--- config.mk ---
export PLATFORM = sky130hd
export DESIGN_NAME = multicycle_control
export DESIGN_NICKNAME = d
export VERILOG_FILES = /design/src/rtl/multicycle_control.sv
export SDC_FILE = /design/constraint.sdc
export NUM_CORES = 1
export LEC_CHECK = 0
export BUFFER_PORTS_ARGS = -buffer_cell sky130_fd_sc_hd__buf_2
export CAP_MARGIN = 40
export CORE_MARGIN = 4
export CORE_UTILIZATION = 53
export DETAILED_ROUTE_END_ITERATION = 7
export PLACE_DENSITY = 0.83
export RECOVER_POWER = 25
export SYNTH_ARGS = -nofsm -noshare
export SYNTH_HDL_FRONTEND = slang
export SYNTH_SLANG_ARGS = --single-unit
--- constraint.sdc ---
create_clock -name clk -period 2.3 [get_ports clk]
set_input_delay 0.575 -clock clk [delete_from_list [all_inputs] [get_ports clk]]
set_output_delay 0.575 -clock clk [all_outputs]
set_load 0.05 [all_outputs]
--- src/rtl/multicycle_control.sv ---
// multicycle_control
//   Control FSM for the multi-cycle RV32I datapath. Steps each instruction
//   through FETCH / DECODE / EXEC / MEM / WB and drives the per-step datapath
//   controls. It stalls on the instruction and data memory ready handshakes
//   and counts retired instructions.
//
//   state | meaning
//   ------+-----------------------------------------------------------
//   0     | FETCH  : imem request; IR/PC load in the imem_ready cycle
//   1     | DECODE : latch opcode class; flag unsupported opcodes
//   2     | EXEC   : ALU operation for the latched class
//   3     | MEM    : data memory access, held until dmem_ready
//   4     | WB     : register-file write
//   5..7  | unreachable; recover to FETCH
//
// Ports
//   clk, rst             clock, synchronous active-high reset
//   opcode               IR opcode field, sampled in DECODE only
//   imem_ready           instruction data valid (honoured in FETCH only)
//   dmem_ready           data access completes (honoured in MEM only)
//   state                current step, 0 while rst is high
//   imem_req, ir_write, pc_write                 fetch controls
//   dmem_req, MemRead, MemWrite                  data memory controls
//   RegWrite, MemtoReg, ALUSrc, ALUOp, Branch    datapath controls
//   illegal              one-cycle pulse in DECODE for unsupported opcodes
//   instret              retired-instruction count, wraps
module multicycle_control #(
  parameter int OPCODE_WIDTH = 7,
  parameter int CNT_W        = 32
) (
  input  logic                    clk,
  input  logic                    rst,
  input  logic [OPCODE_WIDTH-1:0] opcode,
  input  logic                    imem_ready,
  input  logic                    dmem_ready,
  output logic [2:0]              state,
  output logic                    imem_req,
  output logic                    ir_write,
  output logic                    pc_write,
  output logic                    dmem_req,
  output logic                    MemRead,
  output logic                    MemWrite,
  output logic                    RegWrite,
  output logic                    MemtoReg,
  output logic                    ALUSrc,
  output logic [1:0]              ALUOp,
  output logic                    Branch,
  output logic                    illegal,
  output logic [CNT_W-1:0]        instret
);

  localparam logic [2:0] S_FETCH  = 3'd0;
  localparam logic [2:0] S_DECODE = 3'd1;
  localparam logic [2:0] S_EXEC   = 3'd2;
  localparam logic [2:0] S_MEM    = 3'd3;
  localparam logic [2:0] S_WB     = 3'd4;

  localparam logic [2:0] C_NONE = 3'd0;
  localparam logic [2:0] C_R    = 3'd1;
  localparam logic [2:0] C_ADDI = 3'd2;
  localparam logic [2:0] C_LW   = 3'd3;
  localparam logic [2:0] C_S    = 3'd4;
  localparam logic [2:0] C_B    = 3'd5;
  localparam logic [2:0] C_J    = 3'd6;

  localparam logic [OPCODE_WIDTH-1:0] OP_R    = OPCODE_WIDTH'(7'b0110011);
  localparam logic [OPCODE_WIDTH-1:0] OP_ADDI = OPCODE_WIDTH'(7'b0010011);
  localparam logic [OPCODE_WIDTH-1:0] OP_LW   = OPCODE_WIDTH'(7'b0000011);
  localparam logic [OPCODE_WIDTH-1:0] OP_S    = OPCODE_WIDTH'(7'b0100011);
  localparam logic [OPCODE_WIDTH-1:0] OP_B    = OPCODE_WIDTH'(7'b1100011);
  localparam logic [OPCODE_WIDTH-1:0] OP_J    = OPCODE_WIDTH'(7'b1101111);

  logic [2:0]       state_q, state_d;
  logic [2:0]       cls_q, cls_dec;
  logic [CNT_W-1:0] cnt_q;
  logic             retire;

  always_comb begin
    cls_dec = C_NONE;
    case (opcode)
      OP_R:    cls_dec = C_R;
      OP_ADDI: cls_dec = C_ADDI;
      OP_LW:   cls_dec = C_LW;
      OP_S:    cls_dec = C_S;
      OP_B:    cls_dec = C_B;
      OP_J:    cls_dec = C_J;
      default: cls_dec = C_NONE;
    endcase
  end

  // An instruction retires on the edge leaving its final step.
  assign retire = (state_q == S_WB)
               || (state_q == S_EXEC && cls_q == C_B)
               || (state_q == S_MEM && cls_q == C_S && dmem_ready);

  always_ff @(posedge clk) begin
    if (rst) begin
      state_q <= S_FETCH;
      cls_q   <= C_NONE;
      cnt_q   <= '0;
    end else begin
      state_q <= state_d;
      if (state_q == S_DECODE) cls_q <= cls_dec;
      if (retire) cnt_q <= cnt_q + CNT_W'(1);
    end
  end

  always_comb begin
    state_d = S_FETCH;
    case (state_q)
      S_FETCH:  state_d = imem_ready ? S_DECODE : S_FETCH;
      S_DECODE: state_d = (cls_dec == C_NONE) ? S_FETCH : S_EXEC;
      S_EXEC: begin
        case (cls_q)
          C_LW, C_S:       state_d = S_MEM;
          C_B:             state_d = S_FETCH;
          C_R, C_ADDI, C_J: state_d = S_WB;
          default:         state_d = S_FETCH;
        endcase
      end
      S_MEM: begin
        if (!dmem_ready)        state_d = S_MEM;
        else if (cls_q == C_LW) state_d = S_WB;
        else                    state_d = S_FETCH;
      end
      S_WB:     state_d = S_FETCH;
      default:  state_d = S_FETCH;
    endcase
  end

  // Everything is forced low while rst is high so no request or write
  // enable escapes during the reset cycle, whatever state was in flight.
  always_comb begin
    state    = 3'd0;
    imem_req = 1'b0;
    ir_write = 1'b0;
    pc_write = 1'b0;
    dmem_req = 1'b0;
    MemRead  = 1'b0;
    MemWrite = 1'b0;
    RegWrite = 1'b0;
    MemtoReg = 1'b0;
    ALUSrc   = 1'b0;
    ALUOp    = 2'b00;
    Branch   = 1'b0;
    illegal  = 1'b0;
    instret  = '0;
    if (!rst) begin
      state   = state_q;
      instret = cnt_q;
      case (state_q)
        S_FETCH: begin
          imem_req = 1'b1;
          ir_write = imem_ready;
          pc_write = imem_ready;
        end
        // Class is not latched until the end of DECODE, so the illegal
        // flag comes straight from the live opcode.
        S_DECODE: illegal = (cls_dec == C_NONE);
        S_EXEC: begin
          case (cls_q)
            C_R:             ALUOp  = 2'b10;
            C_ADDI, C_LW, C_S: ALUSrc = 1'b1;
            C_B: begin
              ALUOp  = 2'b01;
              Branch = 1'b1;
            end
            C_J:             Branch = 1'b1;
            default: ;
          endcase
        end
        S_MEM: begin
          dmem_req = 1'b1;
          MemRead  = (cls_q == C_LW);
          MemWrite = (cls_q == C_S);
        end
        S_WB: begin
          RegWrite = 1'b1;
          MemtoReg = (cls_q == C_LW);
        end
        default: ;
      endcase
    end
  end

endmodule
# After elaboration in Yosys (flattened, before gate mapping)
# Index checks and enable logic that the tools add are counted.
# word_totals
out_inout_bits	48
in_bits	11
register_bits	38
# classes
reduce_logical	11
muxes	34
addsub	1
n_eq_ne	16
# ops
cell	n
32-bit by 1-bit adder with 32-bit output (second input constant)	1
32-bit two-way mux	1
1-bit two-way mux	23
3-bit case mux with 6 select lines	1
7-bit by 6-bit == test with 1-bit output (second input constant)	2
7-bit == test (second input constant)	2
3-bit by 2-bit == test with 1-bit output (second input constant)	4
3-bit == test (second input constant)	4
3-bit case mux with 4 select lines	1
3-bit two-way mux	3
7-bit by 2-bit == test with 1-bit output (second input constant)	1
7-bit by 5-bit == test with 1-bit output (second input constant)	1
3-bit by 1-bit == test with 1-bit output (second input constant)	2
3-bit zero test	2
2-bit two-way mux	3
3-bit case mux with 2 select lines	1
3-bit OR reduction	2
2-bit case mux with 2 select lines	1
2-bit OR reduction	2
1-bit logical AND	3
1-bit logical OR	2

# Logic depth before layout (Yosys ltp)
# Gate-level depths: netlist of run 1.
# logic_depth
depth_word	5
ltp_mapped	7
mapped_depth_nobuf	6

# Worst setup path before layout of run 1
# No wires, ideal clock.
# synth_timing
path_type	input-to-output
from	in rst
to	out MemtoReg
slack_ps	-1373
required_time_ps	1725
path_stages	3
n_path_buf	1
t_arrival_ps	3098
cell_sequence	clkbuf_1 nor4b_1 and3_1
# synth_between
elab_chain_cells	1
# synth_rtl
item	line_no	rtl
start, declared	32	input logic rst,
1-bit two-way mux	148	if (!rst) begin
end, declared	44	output logic MemtoReg,
# No other way between the ends.

# Worst setup path in the final report of run 1
# Ends and elaborated chain as after synthesis.

==> impl_metrics.ini, run 1 <==
[outcome]
outcome = completed

[cells_and_area]
syn_to_final_growth_pct = 25.79
nets = 362
drive_gt1_share_pct = 30.29
layout_common_cells = 45 x buf_2, 38 x dfxtp_1, 34 x nor2_1
final_common_cell = buf_2
antenna_cells = 0
final_cells = 400
n_fill_cell = 351

[drt]
routed_via_density = 5.530
drt-total-wl_um = 5443
ant_nets = 0
wl_per_cell_um = 13.61
dr.pass1.iters = 4
drc_errors = 0
drt_iter0_markers = 115
dr_total_vias = 2212

[placement]
place_ws_ps = 48.31
dpl.hpwl_um = 4143
dp.cells = 391
gp_congestion = 0.8057
io_buffers = 58

[setup_path]
r2r_cells = 6
critPathMaxStageDelay_ps = 280
critPathMostFrequentCell = buf_2
cp_top_family = buffers and inverters
cp.required_ps = 1730
cp-end-kind = primary output
crit_buf_inv = 3
r2r_slack_ps = 180
cp_slowest_cell = nor4b_4
cp_max_fo = 41
r2r_start = cls_q[0]
crit_chain = buf_2, buf_12, nor4b_4, and3_2, buf_2
cp_data_arrival_time_ps = 1630
critical_path_class = input pin to primary output
start_kind = input pin
r2r-end = cnt_q[26]

[synthesis]
ys_ff_latch = 38
syn-cell-area_mm2 = 0.002300
synth-main-ff-cell = dfxtp_1
async_reset_ff_share_pct = 0
synth_nets = 295
yosys_warnings = 0
synth_edf_count = 0
yosysSeqAreaShare_pct = 33.08
synthCells = 283
synth.distinct_cells = 45
syn_avg_cell_area_um2 = 8.126

[job]
cap_violations = 0

[power_and_ir_drop]
p_leak_uw = 0.001125
ir_worst_vdd_uv = 398.6
power.density_mw_per_mm2 = 408.0
power_uw = 1180

[clocking]
numCtsBuffers = 5
insertion_delay_ps = 290
clockRootBuffer = clkbuf_8
cts_tree = built
cts_max_path_buffers = 2
holdBufCountCts = 0
htreeDepth = 2
cts.reportedPaths.clkPinSlew_ps = 70
cts.sinks = 38

[global_routing]
overflow = 0
grt_pass1_vias = 2204
grt_usage_pct = 21.45
met3_usage_pct = 4.514
gr-max-usage-layer = met2
antenna_found_initial = 0
grt_use_met2_pct = 35.83
grt_max_degree = 42
grt_pass1_wl_um = 9384
met1_usage_pct = 27.51

[floorplan]
die-area_mm2 = 0.005457
die_y_um = 73.87
io_pins = 59
die_x_um = 73.87
core_region_area_mm2 = 0.004086
start_util_pct = 56.28
rows = 23

[hold_path]
min_to = cnt_q[29]
min_path_cells = 2
hold_path.class = flop to flop
hp-start = cnt_q[29]

[timing]
final.setup_skew_ps = 7.442
finalHoldWorstSlack_ps = 497.4
worst_slack_ps = 94.01
fmax_mhz = 453.3
period_share_pct = 95.91
slew_viol_final = 0
period_needed_ps = 2206
rsz0062_at_grt = false
slew_headroom_pct = 59.83
worst_pin_slew_ps = 605.2
hold_violations = 0
setup_viol = 0
cells in the mapped netlist, drive strengths merged (2+ instances only):
library cell | number | share of area (%)
inv | 3 | 0.49
a32oi | 2 | 0.76
or3 | 6 | 1.8
a21oi | 11 | 2.4
xor2 | 5 | 1.9
xnor2 | 13 | 5.0
nor3b | 2 | 0.65
nor2b | 34 | 9.2
nor2 | 41 | 6.7
nand3b | 2 | 0.65
mux2 | 8 | 3.9
nand2b | 5 | 1.4
dfxtp | 38 | 33
and3 | 4 | 1.1
buf | 6 | 1.7
o211ai | 3 | 0.98
nor4 | 3 | 1.1
a2111oi | 6 | 5.3
nor3 | 2 | 0.44
nand3 | 15 | 3.3
o31ai | 2 | 0.65
nand2 | 23 | 3.8
a211oi | 4 | 1.3
o21ai | 11 | 2.4
or3b | 2 | 0.87
clkbuf | 10 | 1.6
and4 | 6 | 2.3
or4 | 2 | 0.65
nand4 | 7 | 1.9
cells by family after synthesis:
kind of cell	after synthesis	share of synthesized area, %
xor+xnor	18	6.855
mux	8	3.917
compound gates	42	15.02
flops	38	33.08
buf+inv	19	3.808
simple gates	157	36.78
fa+ha+maj	1	0.5440
worst register-to-register path: cells and delay by family, from the launching register on:
family,cells,cell delay [ps]
buffers and inverters,1,200
DFF,1,310
AOI/OAI and AO/OA,1,260
muxes,1,280
and+or+nand+nor,3,970
layer usage:
layer,vias up,routed length [µm]
li1,1126,-
met1,1025,2526
met2,52,2563
met3,9,287
met4,0,66
met5,-,0
metrics by stage:
stage | utilization (%) | cell area [µm²] | setup TNS (ps)
final | 70.79 | 2893 | 0
after global routing | 70.79 | 2893 | 0
after CTS | 70.76 | 2892 | 0
after detailed placement | 68.43 | 2796 | 0
after global placement | 68.43 | 2796 | 0
after floorplan | - | 2395 | -327.6
final cells by class:
cell class | count | area (µm²) | share of cell area, %
clock buffer | 5 | 68.82 | 2.379
clock inverter | 2 | 10.01 | 0.3460
inverter | 3 | 15.01 | 0.5190
multi-input combinational | 226 | 1543 | 53.33
sequential | 38 | 760.7 | 26.30
tap | 50 | 62.56 | 2.163
timing repair buffer | 76 | 432.9 | 14.97
worst max-delay path by stage:
stage	from	to	cells after the start
2_1_floorplan	rst	MemtoReg	3
3_3_place_gp	rst	MemWrite	6
3_5_place_dp	rst	MemRead	6
4_1_cts	rst	MemRead	6
5_1_grt	state_q[0]	MemtoReg	4
6_report	rst	MemtoReg	5
power breakdown:
group | total (µW) | switching (µW) | internal (µW)
clock | 429 | 225 | 203
combinational | 89.7 | 61.4 | 28.3
sequential | 662 | 3.01 | 659
sequential cells by signal, indices dropped and copies added (netlist names):
register  cells
cls_q         3
cnt_q        32
state_q       3
what timing repair did:
action / CTS / global route
cloned: 0 / 0
setup endpoints to repair: 6 / 6
gates resized for setup: 6 / 1
setup buffers: 0 / 2
pin swaps: 0 / 2
hold endpoints to repair: 0 / 0
Power figures use the tool's default switching activity.
==> run 2, diff against run 1 <==
--- a/config.mk
+++ b/config.mk
@@ -8,9 +8,10 @@
 export BUFFER_PORTS_ARGS = -buffer_cell sky130_fd_sc_hd__buf_2
 export CAP_MARGIN = 40
 export CORE_MARGIN = 4
-export CORE_UTILIZATION = 53
+export CORE_UTILIZATION = 55
+export CTS_BUF_LIST = sky130_fd_sc_hd__clkbuf_8
 export DETAILED_ROUTE_END_ITERATION = 7
-export PLACE_DENSITY = 0.83
+export PLACE_DENSITY = 0.85
 export RECOVER_POWER = 25
 export SYNTH_ARGS = -nofsm -noshare
 export SYNTH_HDL_FRONTEND = slang
==> impl_metrics.ini, run 2 (synthesized netlist as in run 1, its figures left out) <==
[global_routing]
grt_usage_pct = 21.83
grt_max_degree = 40
grt_pass1_wl_um = 9356
grt_pass1_vias = 2110
antenna_found_initial = 0
overflow = 0

[floorplan]
die-area_mm2 = 0.005279
rows = 23
die_x_um = 72.66
start_util_pct = 57.08
die_y_um = 72.66
core_region_area_mm2 = 0.004029
io_pins = 59

[timing]
setup_tns_ps = 0
final.setup_skew_ps = 2.332
slew_viol_final = 0
worst_slack_ps = 61.96
worst_pin_slew_ps = 604.5
slew_headroom_pct = 59.87
hold_violations = 0
setup_viol = 0
fmax_mhz = 446.8
finalHoldWorstSlack_ps = 491.7
period_share_pct = 97.31
period_needed_ps = 2238

[power_and_ir_drop]
ir_worst_vdd_uv = 389.6
power.density_mw_per_mm2 = 418.5
power_uw = 1220
p_leak_uw = 0.001125

[cells_and_area]
reg_top3 = cnt_q x32, cls_q x3, state_q x3
drive_gt1_share_pct = 30.00
nets = 361
final_common_cell = buf_2
antenna_cells = 0
layout_common_cells = 43 x buf_2, 38 x dfxtp_1, 34 x nor2_1
regMostFlops = cnt_q
syn_to_final_growth_pct = 26.82
largest_reg_flops = 32

[drt]
ant_nets = 0
dr.pass1.iters = 4
dr_total_vias = 2222
drt-total-wl_um = 5343
routed_via_density = 5.555
drc_errors = 0
drt_iter0_markers = 142
wl_per_cell_um = 13.36

[placement]
io_buffers = 58
dpl.hpwl_um = 3961
gp_congestion = 0.8409
place_ws_ps = 61.01

[setup_path]
r2r_cells = 6
crit_chain = nor2b_4, nand3b_1, buf_4, nor2_4, buf_2
cp_max_fo = 8
cp.required_ps = 1730
critical_path_class = flop to primary output
crit_cells = 5
cp-end-kind = primary output
cp_top_family = flip-flops
start_kind = flop
cp_data_arrival_time_ps = 1660
cp_slowest_cell = dfxtp_1
crit_buf_inv = 2
critPathMaxStageDelay_ps = 550

[clocking]
clockRootBuffer = clkbuf_8
cts.sinks = 38
htreeDepth = 2
insertion_delay_ps = 290
cts_max_path_buffers = 2
cts.reportedPaths.clkPinSlew_ps = 70
cts_tree = built
numCtsBuffers = 5

[job]
cap_violations = 0

[hold_path]
hold_path.class = flop to flop
min_path_cells = 2

[outcome]
outcome = completed
## run 2: timing repair
| item | CTS | global route |
|---|---|---|
| hold endpoints to repair | 0 | 0 |
| pin swaps | 0 | 1 |
| endpoints found under the setup margin | 5 | 10 |
| buffers inserted | 0 | 2 |
| cloned | 0 | 0 |
| resized for setup | 6 | 3 |
| hold buffers | 0 | 0 |
## run 2: final cells by class
type	instances	area, µm²
Multi-Input combinational cell	226	1551
Fill cell	328	1112
Sequential cell	38	760.7
Timing Repair Buffer	75	435.4
Clock buffer	6	82.58
Tap cell	50	62.56
Inverter	3	15.01
Clock inverter	2	8.758
## run 2: worst paths after layout
path / start / end / slack [ps]
worst min register to register: cnt_q[27] / cnt_q[27] / 490
worst max-delay path: state_q[0] / MemRead / 60
worst min-delay path: cnt_q[27] / cnt_q[27] / 490
worst max register to register: cls_q[2] / cnt_q[18] / 130
## run 2: worst reg2reg max path, cell delays in order, from the launching register on
cell and delay (ps):
dfxtp_1 410, or3b_4 410, or3_4 380, buf_4 210
a2111oi_2 430, xnor2_1 170, nor2_1 50
## run 2: metal layers
metal  track usage, %  part of all wire, %
met5                0                    0
met4            6.967                  1.1
met3            4.821                  5.8
met2            35.57                   47
met1            28.68                   47
## run 2: per-stage QoR
step	utilization [%]	cells	area, µm²
3_3_place_gp	69.53	390	2801
6_report	72.39	400	2917
2_1_floorplan	-	283	2395
4_1_cts	72.21	398	2909
3_5_place_dp	69.53	390	2801
5_1_grt	72.39	400	2917
## run 2: where the power goes
group	switching [µW]	internal, µW
clock	231	237
combinational	61.3	29.2
sequential	3.34	659
